--- config.mk ---
export PLATFORM = sky130hd
export DESIGN_NAME = morse_encoder
export DESIGN_NICKNAME = d
export VERILOG_FILES = /design/src/rtl/morse_pkg.sv /design/src/rtl/morse_rom.sv /design/src/rtl/morse_encoder.sv
export SDC_FILE = /design/constraint.sdc
export NUM_CORES = 1
export LEC_CHECK = 0
export CAP_MARGIN = 20
export CORE_MARGIN = 2
export CORE_UTILIZATION = 45
export CTS_BUF_LIST = sky130_fd_sc_hd__clkbuf_2
export CTS_CLUSTER_SIZE = 20
export DETAILED_ROUTE_END_ITERATION = 12
export GPL_TIMING_DRIVEN = 0
export SETUP_SLACK_MARGIN = 0.1
export SLEW_MARGIN = 20
export SYNTH_ARGS = -nofsm -noshare
export SYNTH_HDL_FRONTEND = slang
export SYNTH_SLANG_ARGS = --single-unit
--- constraint.sdc ---
create_clock -name clk -period 3 [get_ports clk]
set_clock_uncertainty 0.15 [all_clocks]
set_input_delay 0.45 -clock clk [delete_from_list [all_inputs] [get_ports clk]]
set_output_delay 0.45 -clock clk [all_outputs]
set_load 0.1 [all_outputs]
--- src/rtl/morse_pkg.sv ---
// Shared types and constants for the Morse transmit path.
// FSM states, code limits, unit lengths and the ROM entry bundle.
package morse_pkg;

  typedef enum logic [2:0] {
    S_IDLE = 3'd0,
    S_MARK = 3'd1,
    S_EGAP = 3'd2,
    S_CGAP = 3'd3,
    S_WGAP = 3'd4,
    S_DONE = 3'd5
  } state_t;

  localparam logic [5:0] CODE_SPACE = 6'd36;
  localparam logic [5:0] CODE_MAX   = 6'd36;

  localparam logic [2:0] DOT_U  = 3'd1;
  localparam logic [2:0] DASH_U = 3'd3;
  localparam logic [2:0] EGAP_U = 3'd1;
  localparam logic [2:0] CGAP_U = 3'd3;
  localparam logic [2:0] WGAP_U = 3'd7;

  // pat is MSB-first: pat[4] is the element
  // about to be sent, 1 = dash, 0 = dot.
  typedef struct packed {
    logic       valid;
    logic [2:0] len;
    logic [4:0] pat;
  } rom_t;

  function automatic rom_t rom_entry(
    input logic [2:0] len,
    input logic [4:0] pat
  );
    rom_t e;
    e.valid = 1'b1;
    e.len   = len;
    e.pat   = pat;
    return e;
  endfunction

  function automatic logic [2:0] elem_units(
    input logic dash
  );
    return dash ? DASH_U : DOT_U;
  endfunction

endpackage

--- src/rtl/morse_rom.sv ---
// Character code to Morse pattern lookup (combinational).
// Ports: char_code[5:0] in; entry {valid, len[2:0], pat[4:0]} out.
module morse_rom
  import morse_pkg::*;
(
  input  logic [5:0] char_code,
  output rom_t       entry
);

  always_comb begin
    entry = '0;
    unique case (char_code)
      6'd0:  entry = rom_entry(3'd2, 5'b01000);
      6'd1:  entry = rom_entry(3'd4, 5'b10000);
      6'd2:  entry = rom_entry(3'd4, 5'b10100);
      6'd3:  entry = rom_entry(3'd3, 5'b10000);
      6'd4:  entry = rom_entry(3'd1, 5'b00000);
      6'd5:  entry = rom_entry(3'd4, 5'b00100);
      6'd6:  entry = rom_entry(3'd3, 5'b11000);
      6'd7:  entry = rom_entry(3'd4, 5'b00000);
      6'd8:  entry = rom_entry(3'd2, 5'b00000);
      6'd9:  entry = rom_entry(3'd4, 5'b01110);
      6'd10: entry = rom_entry(3'd3, 5'b10100);
      6'd11: entry = rom_entry(3'd4, 5'b01000);
      6'd12: entry = rom_entry(3'd2, 5'b11000);
      6'd13: entry = rom_entry(3'd2, 5'b10000);
      6'd14: entry = rom_entry(3'd3, 5'b11100);
      6'd15: entry = rom_entry(3'd4, 5'b01100);
      6'd16: entry = rom_entry(3'd4, 5'b11010);
      6'd17: entry = rom_entry(3'd3, 5'b01000);
      6'd18: entry = rom_entry(3'd3, 5'b00000);
      6'd19: entry = rom_entry(3'd1, 5'b10000);
      6'd20: entry = rom_entry(3'd3, 5'b00100);
      6'd21: entry = rom_entry(3'd4, 5'b00010);
      6'd22: entry = rom_entry(3'd3, 5'b01100);
      6'd23: entry = rom_entry(3'd4, 5'b10010);
      6'd24: entry = rom_entry(3'd4, 5'b10110);
      6'd25: entry = rom_entry(3'd4, 5'b11000);
      6'd26: entry = rom_entry(3'd5, 5'b11111);
      6'd27: entry = rom_entry(3'd5, 5'b01111);
      6'd28: entry = rom_entry(3'd5, 5'b00111);
      6'd29: entry = rom_entry(3'd5, 5'b00011);
      6'd30: entry = rom_entry(3'd5, 5'b00001);
      6'd31: entry = rom_entry(3'd5, 5'b00000);
      6'd32: entry = rom_entry(3'd5, 5'b10000);
      6'd33: entry = rom_entry(3'd5, 5'b11000);
      6'd34: entry = rom_entry(3'd5, 5'b11100);
      6'd35: entry = rom_entry(3'd5, 5'b11110);
      // word space: valid, but no marks
      6'd36: entry = rom_entry(3'd0, 5'b00000);
      default: entry = '0;
    endcase
  end

endmodule

--- src/rtl/morse_encoder.sv ---
// Morse transmitter: plays one character as timed keying on tone_out.
// Ports: clk, rst(n, sync), en, start, char_code[5:0]; tone_out, busy, done, err.
module morse_encoder
  import morse_pkg::*;
#(
  parameter int UNIT_CYCLES = 10_000_000
) (
  input  logic       clk,
  input  logic       rst,
  input  logic       en,
  input  logic       start,
  input  logic [5:0] char_code,
  output logic       tone_out,
  output logic       busy,
  output logic       done,
  output logic       err
);

  localparam int CW =
    (UNIT_CYCLES > 1) ? $clog2(UNIT_CYCLES) : 1;
  localparam logic [CW-1:0] CYC_LAST =
    CW'(UNIT_CYCLES - 1);

  rom_t rom;

  morse_rom u_rom (
    .char_code (char_code),
    .entry     (rom)
  );

  state_t        state, state_n;
  logic [CW-1:0] cyc_cnt, cyc_n;
  logic [2:0]    unit_cnt, unit_n;
  logic [2:0]    len_cnt, len_n;
  logic [4:0]    pat, pat_n;
  logic          err_n;
  logic          tick;
  logic          last_unit;

  assign tick      = (cyc_cnt == CYC_LAST);
  assign last_unit = tick && (unit_cnt == 3'd1);

  always_comb begin
    state_n = state;
    cyc_n   = tick ? '0 : cyc_cnt + CW'(1);
    unit_n  = tick ? unit_cnt - 3'd1 : unit_cnt;
    len_n   = len_cnt;
    pat_n   = pat;
    err_n   = 1'b0;
    unique case (state)
      S_IDLE, S_DONE: begin
        cyc_n  = '0;
        unit_n = '0;
        state_n = S_IDLE;
        if (start) begin
          if (!rom.valid) begin
            err_n = 1'b1;
          end else if (char_code == CODE_SPACE) begin
            state_n = S_WGAP;
            unit_n  = WGAP_U;
          end else begin
            state_n = S_MARK;
            len_n   = rom.len;
            pat_n   = rom.pat;
            unit_n  = elem_units(rom.pat[4]);
          end
        end
      end
      S_MARK: begin
        if (last_unit) begin
          if (len_cnt > 3'd1) begin
            state_n = S_EGAP;
            unit_n  = EGAP_U;
            pat_n   = {pat[3:0], 1'b0};
            len_n   = len_cnt - 3'd1;
          end else begin
            state_n = S_CGAP;
            unit_n  = CGAP_U;
          end
        end
      end
      S_EGAP: begin
        if (last_unit) begin
          state_n = S_MARK;
          unit_n  = elem_units(pat[4]);
        end
      end
      S_CGAP, S_WGAP: begin
        if (last_unit) state_n = S_DONE;
      end
      default: begin
        state_n = S_IDLE;
      end
    endcase
  end

  always_ff @(posedge clk) begin
    if (!rst) begin
      state    <= S_IDLE;
      cyc_cnt  <= '0;
      unit_cnt <= '0;
      len_cnt  <= '0;
      pat      <= '0;
      tone_out <= 1'b0;
      busy     <= 1'b0;
      done     <= 1'b0;
      err      <= 1'b0;
    end else if (en) begin
      state    <= state_n;
      cyc_cnt  <= cyc_n;
      unit_cnt <= unit_n;
      len_cnt  <= len_n;
      pat      <= pat_n;
      tone_out <= (state_n == S_MARK);
      busy     <= (state_n == S_MARK)
               || (state_n == S_EGAP)
               || (state_n == S_CGAP)
               || (state_n == S_WGAP);
      done     <= (state_n == S_DONE);
      err      <= err_n;
    end
  end

endmodule

# == Word-level counts from Yosys, hierarchy flattened ==
# Memory sizes are Yosys's and may differ from the RTL's.
# Index checks and enable logic that the tools add are counted.
# op_classes
add_sub_neg,3
order_cmp,1
eq_ne,18
muxes,35
reduce_logical,9
# op_table
cell,n
two-way mux 3 bit,17
two-way mux 24 bit,2
two-way mux 5 bit,5
"adder 24 x 1 -> 24 bit, second input constant",1
"== test 24 bit, second input constant",1
"== test 3 x 2 -> 1 bit, second input constant",4
"== test 3 bit, second input constant",4
one-hot mux 3 bit (4 select lines),1
"!= test 2 bit, second input constant",5
one-hot mux 5 bit (2 select lines),1
"== test 3 x 1 -> 1 bit, second input constant",3
one-hot mux 3 bit (3 select lines),1
AND reduction 7 bit,1
"== test 6 bit, second input constant",1
two-way mux 2 bit,3
one-hot mux 3 bit (2 select lines),1
"subtractor 3 x 1 -> 3 bit, second input constant",2
two-way mux 1 bit,4
OR reduction 2 bit,2
"greater-than comparator 3 x 1 -> 1 bit, second input constant",1
logical NOT 3 bit,1
logical OR 1 bit,3
nonzero test 2 bit,1
logical AND 1 bit,1
# word_totals
reg_bits,42
romBits,576
in_bits,10
out_inout_bits,4
elab_cells,76
memories,1
# mem_list
memory,depth,width,rd,rd_ports_with_merged_regs,wr,line,text
(name not given),64,9,1,0,0,morse_rom.sv:12,unique case (char_code)

# == Logic depth before layout (Yosys ltp) ==
# Gate-level depths: netlist of the first run.
# logic_depth
word_depth,9
mapped_depth,9
depth_no_buf,8

# == Cells and area by module ==
# A second synthesis of the first run with hierarchy kept.
# unflattened
hier_cells,381
hier_area_um2,2915.3
# by_module_without_submodules
module,instances,cells_per_inst,area_each_um2,seq_area_each_um2
morse_encoder,1,307,2367.3,840.8
morse_rom,1,74,548.0,0.0

# == Least setup slack after synthesis of the first run ==
# OpenSTA, ideal clock, no wires.
# synth_path
path_kind,reg2reg
start,register cyc_cnt[18]
end,register state[0]
setup_time_ns,0.131
arrival_ns,2.244
t_required_ns,2.719
setup_slack_ns,0.474
path_stages_with_launch,7
path_buffers,0
synth_period_minus_slack_ns,2.526
path_cell_list,dfxtp_1 -> or4b_1 -> or3_4 -> nor4_4 -> mux2_2 -> a211oi_1 -> a21oi_1
# synth_between
elab_chain_cells,4
word_cells_on_any_way,6
cone_classes,eq/ne (1); mux (4); reduce/logical (1)
# synth_lines
element,line,text
from (decl),morse_encoder.sv:32,"logic [CW-1:0] cyc_cnt, cyc_n;"
from (signal assigned),morse_encoder.sv:110,cyc_cnt <= cyc_n;
== test 24 bit *,morse_encoder.sv:40,assign tick = (cyc_cnt == CYC_LAST);
logical AND 1 bit *,morse_encoder.sv:41,assign last_unit = tick && (unit_cnt == 3'd1);
"two-way mux 3 bit, on equally long branches","morse_encoder.sv:89, morse_encoder.sv:70, morse_encoder.sv:83",
one-hot mux 3 bit (4 select lines) *,morse_encoder.sv:50,unique case (state)
to (signal assigned),morse_encoder.sv:109,state <= state_n;
to (decl),morse_encoder.sv:31,"state_t state, state_n;"
# Every way passes the cells marked *; elsewhere a longest branch is shown, timed or not.
# A chain may end at the register's enable or synchronous reset.

# == Final worst setup path of the first run ==
# layout_path
start,register cyc_cnt[0]
end,register state[0]
# The elaborated chain is that of the path after synthesis.

==> results of run 1 <==
-- cells in the mapped netlist, types with 3 or more instances --
| cell type | count | area, um2 |
|---|---|---|
| mux4_2 | 3 | 67.56 |
| o211ai_1 | 3 | 22.52 |
| xor2_1 | 9 | 78.83 |
| a21oi_1 | 14 | 70.07 |
| o22ai_1 | 5 | 31.28 |
| and3b_1 | 3 | 26.28 |
| a21boi_0 | 7 | 52.55 |
| nand3_1 | 13 | 65.06 |
| o21ai_0 | 18 | 90.09 |
| o31ai_1 | 7 | 52.55 |
| a31oi_1 | 3 | 18.77 |
| xnor2_1 | 12 | 105.1 |
| nand2b_1 | 4 | 25.02 |
| nor2_1 | 48 | 180.2 |
| nand4_1 | 12 | 75.07 |
| a211oi_1 | 6 | 45.04 |
| mux2i_1 | 7 | 70.07 |
| inv_1 | 13 | 48.80 |
| nand2_1 | 33 | 123.9 |
| nor2b_1 | 8 | 50.05 |
| ha_1 | 10 | 125.1 |
| nor3_1 | 11 | 55.05 |
| clkbuf_1 | 16 | 60.06 |
| and2_1 | 5 | 31.28 |
| o21a_1 | 5 | 37.54 |
| dfxtp_1 | 42 | 840.8 |
-- area by class of cell --
cell class                 instances  area [um2]
fill                             617        2867
clock buffer                       7       35.03
inverter                          14       52.55
tap                               75       93.84
multi-input combinational        281        1826
sequential                        42       840.8
timing repair buffer              13       125.1
clock inverter                     1       30.03
buffer                            21       86.33
-- state kept, by name (all words and copies together) (netlist names) --
name	flops
pat	5
done	1
state	3
busy	1
err	1
unit_cnt	3
len_cnt	3
tone_out	1
cyc_cnt	24
-- stage by stage --
step / setup WS [ns] / instance area [um2] / TNS, ns / util, %
3_5_place_dp: -0.2569 / 2995 / -1.166 / 50.29
2_1_floorplan: 0.4744 / 2791 / 0 / -
5_1_grt: 0.06988 / 3089 / 0 / 51.87
6_report: 0.2766 / 3089 / 0 / 51.87
3_3_place_gp: -0.2438 / 2995 / -1.108 / 50.29
4_1_cts: 0.1448 / 3060 / 0 / 51.39
-- kinds of logic after synthesis --
family	share of synthesized area (%)
flops	30.12
buf+inv	4.931
compound gates	20.40
fa+ha+maj	4.482
xor+xnor	6.589
mux	5.334
simple gates	28.15
-- power by group through the flow --
stage	registers [W]	logic, W	clock network [W]
after global placement	0.000594	0.000233	0
after CTS	0.000584	0.000235	0.000344
after floorplan	0.000615	0.000149	0
final	0.000584	0.000237	0.000340
after detailed placement	0.000595	0.000234	0
after global routing	0.000587	0.000262	0.000368
-- layer usage --
metal  vias up  track usage (%)
met2        47            31.13
met1      1206            32.42
met3         8            3.696
met4         0            5.410
met5         -                0
li1       1324                -
-- what timing repair did --
| item | 4_1_cts | 5_1_grt |
|---|---|---|
| endpoints found under the setup margin | 0 | 26 |
| buffers inserted | 0 | 2 |
| gates resized for setup | 0 | 4 |
-- how the worst max path moves through the flow --
stage / from / endpoint / slack [ns] / cells after the start
floorplan: cyc_cnt[18]$_SDFFE_PN0P_ / state[0]$_SDFFE_PN0P_ / 0.47 / 6
CTS: cyc_cnt[21]$_SDFFE_PN0P_ / cyc_cnt[20]$_SDFFE_PN0P_ / 0.14 / 7
detailed placement: char_code[1] / pat[3]$_SDFFE_PN0P_ / -0.26 / 10
finish: cyc_cnt[0]$_SDFFE_PN0P_ / state[0]$_SDFFE_PN0P_ / 0.28 / 8
global placement: char_code[1] / pat[3]$_SDFFE_PN0P_ / -0.24 / 10
global route: cyc_cnt[3]$_SDFFE_PN0P_ / cyc_cnt[20]$_SDFFE_PN0P_ / 0.07 / 6
-- worst reg2reg max path, stage by stage, from the launching register on --
cell	delay (ns)
dfxtp_1	0.43
ha_1	0.25
and3b_1	0.17
nand4_1	0.29
nor4_4	0.35
buf_4	0.20
mux2_2	0.34
a211oi_1	0.33
a21oi_1	0.12
==> results.tsv, run 1 <==
metric	value	unit
cts_tree	done	
leakage	1.094	nW
synth_area	2791	um2
postSynth.asyncResetShare	0	%
worstMarginPinSlew	0.9723	ns
layout_common_cells	nor2_1, dfxtp_1, nand2_1	
grt_usage	21.39	%
routed_wl	6.650	mm
numPlacedInstances	444	
slew_headroom	34.98	%
cp-start-kind	register	
synth_seq_area_share	30.12	%
hold_class	register to register	
yosysUniqueCellTypes	55	
p_int	0.0008080	W
p_sw	0.0003527	W
grt_max_degree	13	
reg2reg_to	state[0]$_SDFFE_PN0P_	
top_layer	met4	
clock-root-buffer	clkbuf_2	
core	5956	um2
die-width	82.76	um
wl_met2	2.811	mm
whs	0.3328	ns
ys_warn_count	0	
fp.dieArea	6849	um2
outcome	completed	
drt.antenna.violating_nets	0	
syn_to_final_growth	10.67	%
floorplan.initialDensity	46.87	%
combinationalPowerShare	20.4	%
clockBufferDepth	2	
grt_pass1_wl	11.23	mm
synth-seq-cells	42	
power_frac_seq	50.3	%
path_delay_family	simple AND/OR/NAND/NOR gates	
synth_edf_count	0	
synth_nets	378	
clk_pin_slew	0.22	ns
path_buf_inv	1	
place.port_buffers	11	
cpPeakStageDelay	0.43	ns
antenna_found_initial	0	
ir_drop	0.0002136	V
finalMaxSlewViolations	0	
vias	2585	
ys.flop_type	dfxtp_1	
htree_levels	2	
drc	0	
fin_crit	2.723	ns
numCtsBuffers	5	
power	0.001161	W
hold_start	pat[1]$_SDFFE_PN0P_	
rsz0062_at_grt	true	
p_sw_share	30.39	%
fin_crit_sh	90.78	%
path_cells	ha_1, and3b_1, nand4_1, nor4_4, buf_4, mux2_2, a211oi_1, a21oi_1	
grt_overflow	0	
pwr_density_cell	375.7	nW/um2
reg2reg_depth	8	
detailed_place_hpwl	4.836	mm
drv_cap	0	
clkPwrFrac	29.3	%
finalHoldViolations	0	
drtIter0Drc	168	
gp_congestion	0.8767	
fmax	0.3672	GHz
setup_viol	0	
wl_met3	268	um
r2r_start	cyc_cnt[0]$_SDFFE_PN0P_	
drt-met1-wl	3.503	mm
endpoint_kind	register	
cp_data_required_time	3.17	ns
clkLatencyLatePin	0.42	ns
hold_path_end	pat[1]$_SDFFE_PN0P_	
synth.avg_cell_area	7.797	um2
postCtsHoldBufs	0	
rows	28	
r2r_slack	0.28	ns
path_class	register to register	
final_cells	454	
final_common_cell	nor2_1	
cts_sinks	42	
layout-drive-gt1-share	6.332	%
die_h	82.76	um
nNetsFinal	398	
grt_pass1_vias	2333	
worstHoldPathCells	2	
avgRoutedWirePerCell	14.65	um
arrival	2.89	ns
synth_cells	358	
path_max_fanout	6	
drt-pass1-iter-count	4	
cp_slowest_cell	dfxtp_1	
io_pins	14	
antenna_cells	0	
vias_per_cell	5.694	
Note: power is estimated with default switching activity, not from simulation.
==> inputs of run 2 (changes only) <==
--- a/config.mk
+++ b/config.mk
@@ -12,7 +12,9 @@
 export CTS_CLUSTER_SIZE = 20
 export DETAILED_ROUTE_END_ITERATION = 12
 export GPL_TIMING_DRIVEN = 0
+export MAX_ROUTING_LAYER = met4
 export SETUP_SLACK_MARGIN = 0.1
+export SKIP_LAST_GASP = 1
 export SLEW_MARGIN = 20
 export SYNTH_ARGS = -nofsm -noshare
 export SYNTH_HDL_FRONTEND = slang
==> results.tsv, run 2 (same netlist as run 1, synthesis figures left out) <==
metric	value	unit	change
clkPwrFrac	29.3	%	about the same
drt-pass1-iter-count	4		unchanged
final_common_cell	nor2_1		
clock-root-buffer	clkbuf_2		
p_sw	0.0003526	W	about the same
setup_viol	0		unchanged
regMostFlops	cyc_cnt		
largest_reg_flops	24		unchanged
drtIter0Drc	167		-0.60%
fmax	0.3674	GHz	about the same
layout-drive-gt1-share	6.332	%	unchanged
floorplan.initialDensity	46.87	%	unchanged
power	0.001161	W	about the same
finalHoldViolations	0		unchanged
p_sw_share	30.38	%	about the same
die_h	82.76	um	unchanged
layout_common_cells	nor2_1, dfxtp_1, nand2_1		
top_regs	cyc_cnt: 24 flops, pat: 5 flops		
clockBufferDepth	2		unchanged
numPlacedInstances	444		unchanged
final_cells	454		unchanged
p_int	0.0008080	W	about the same
clk_pin_slew	0.22	ns	about the same
core	5956	um2	unchanged
fin_crit	2.722	ns	-0.001459 ns
combinationalPowerShare	20.4	%	about the same
outcome	completed		
htree_levels	2		unchanged
setup_tns	0	ns	unchanged
io_pins	14		unchanged
path_class	register to register		
cts_tree	done		
rsz0062_at_grt	true		
die-width	82.76	um	unchanged
avgRoutedWirePerCell	14.66	um	about the same
cp-start-kind	register		
cp_data_required_time	3.17	ns	about the same
grt_usage	21.99	%	+0.60 points
hold_class	register to register		
path_max_fanout	6		unchanged
grt_max_degree	13		unchanged
rows	28		unchanged
cts_sinks	42		unchanged
vias_per_cell	5.685		-0.15%
pwr_density_cell	375.7	nW/um2	about the same
postCtsHoldBufs	0		unchanged
whs	0.3327	ns	-0.0001580 ns
drc	0		unchanged
antenna_found_initial	0		unchanged
endpoint_kind	register		
power_frac_seq	50.3	%	about the same
arrival	2.89	ns	about the same
ir_drop	0.0002137	V	about the same
finalMaxSlewViolations	0		unchanged
syn_to_final_growth	10.67	%	unchanged
design_area	3089	um2	unchanged
antenna_cells	0		unchanged
clkLatencyLatePin	0.42	ns	about the same
nNetsFinal	398		unchanged
grt_pass1_wl	11.22	mm	about the same
fp.dieArea	6849	um2	unchanged
placedInstanceArea	2995	um2	unchanged
fin_crit_sh	90.73	%	about the same
slew_headroom	34.87	%	-0.11 points
detailed_place_hpwl	4.836	mm	unchanged
gp_congestion	0.8911		+1.6%
grt_pass1_vias	2336		+0.13%
vias	2581		-0.15%
place.port_buffers	11		unchanged
grt_overflow	0		unchanged
drv_cap	0		unchanged
routed_wl	6.655	mm	about the same
numCtsBuffers	5		unchanged
drt.antenna.violating_nets	0		unchanged
worstMarginPinSlew	0.9739	ns	+0.001584 ns
leakage	1.094	nW	unchanged
==> run 2: layout make-up <==
cell class / instances / area, um2
fill: 617 / 2867
multi-input combinational: 281 / 1826
sequential: 42 / 840.8
timing repair buffer: 13 / 125.1
tap: 75 / 93.84
buffer: 21 / 86.33
inverter: 14 / 52.55
clock buffer: 7 / 35.03
clock inverter: 1 / 30.03
==> run 2: path summary, 6_finish.rpt <==
kind | startpoint | endpoint | slack (ns) | cells after the start
worst max-delay path | cyc_cnt[0]$_SDFFE_PN0P_ | state[0]$_SDFFE_PN0P_ | 0.28 | 8
worst min-delay path | pat[1]$_SDFFE_PN0P_ | pat[1]$_SDFFE_PN0P_ | 0.33 | 2
worst max register to register | cyc_cnt[0]$_SDFFE_PN0P_ | state[0]$_SDFFE_PN0P_ | 0.28 | 8
worst min register to register | pat[1]$_SDFFE_PN0P_ | pat[1]$_SDFFE_PN0P_ | 0.33 | 2
==> run 2: critical path, stage by stage (launching register included) <==
cell	delay (ns)
dfxtp_1	0.43
ha_1	0.24
and3b_1	0.17
nand4_1	0.29
nor4_4	0.35
buf_4	0.20
mux2_2	0.33
a211oi_1	0.33
a21oi_1	0.12
==> run 2: power groups by stage <==
stage / clock [W] / sequential (W) / combinational, W
floorplan: 0 / 0.000615 / 0.000149
global placement: 0 / 0.000594 / 0.000233
detailed placement: 0 / 0.000595 / 0.000234
CTS: 0.000344 / 0.000584 / 0.000235
global route: 0.000368 / 0.000587 / 0.000262
finish: 0.000340 / 0.000584 / 0.000237
==> run 2: what timing repair did <==
| item | 4_1_cts | 5_1_grt |
|---|---|---|
| gates resized for setup | 0 | 4 |
| buffers inserted | 0 | 2 |
| endpoints found under the setup margin | 0 | 26 |
==> run 2: per-layer routing <==
metal	vias up	global-route usage [%]	routed length, um
met2	52	31.13	2817
li1	1323	-	-
met5	-	-	0
met3	8	3.261	308
met4	0	5.410	65
met1	1198	32.69	3463
==> run 2: through the flow <==
stage | setup WS [ns] | utilization (%)
floorplan | 0.4744 | -
global placement | -0.2438 | 50.29
detailed placement | -0.2569 | 50.29
CTS | 0.1448 | 51.39
global route | 0.06988 | 51.87
finish | 0.2781 | 51.87
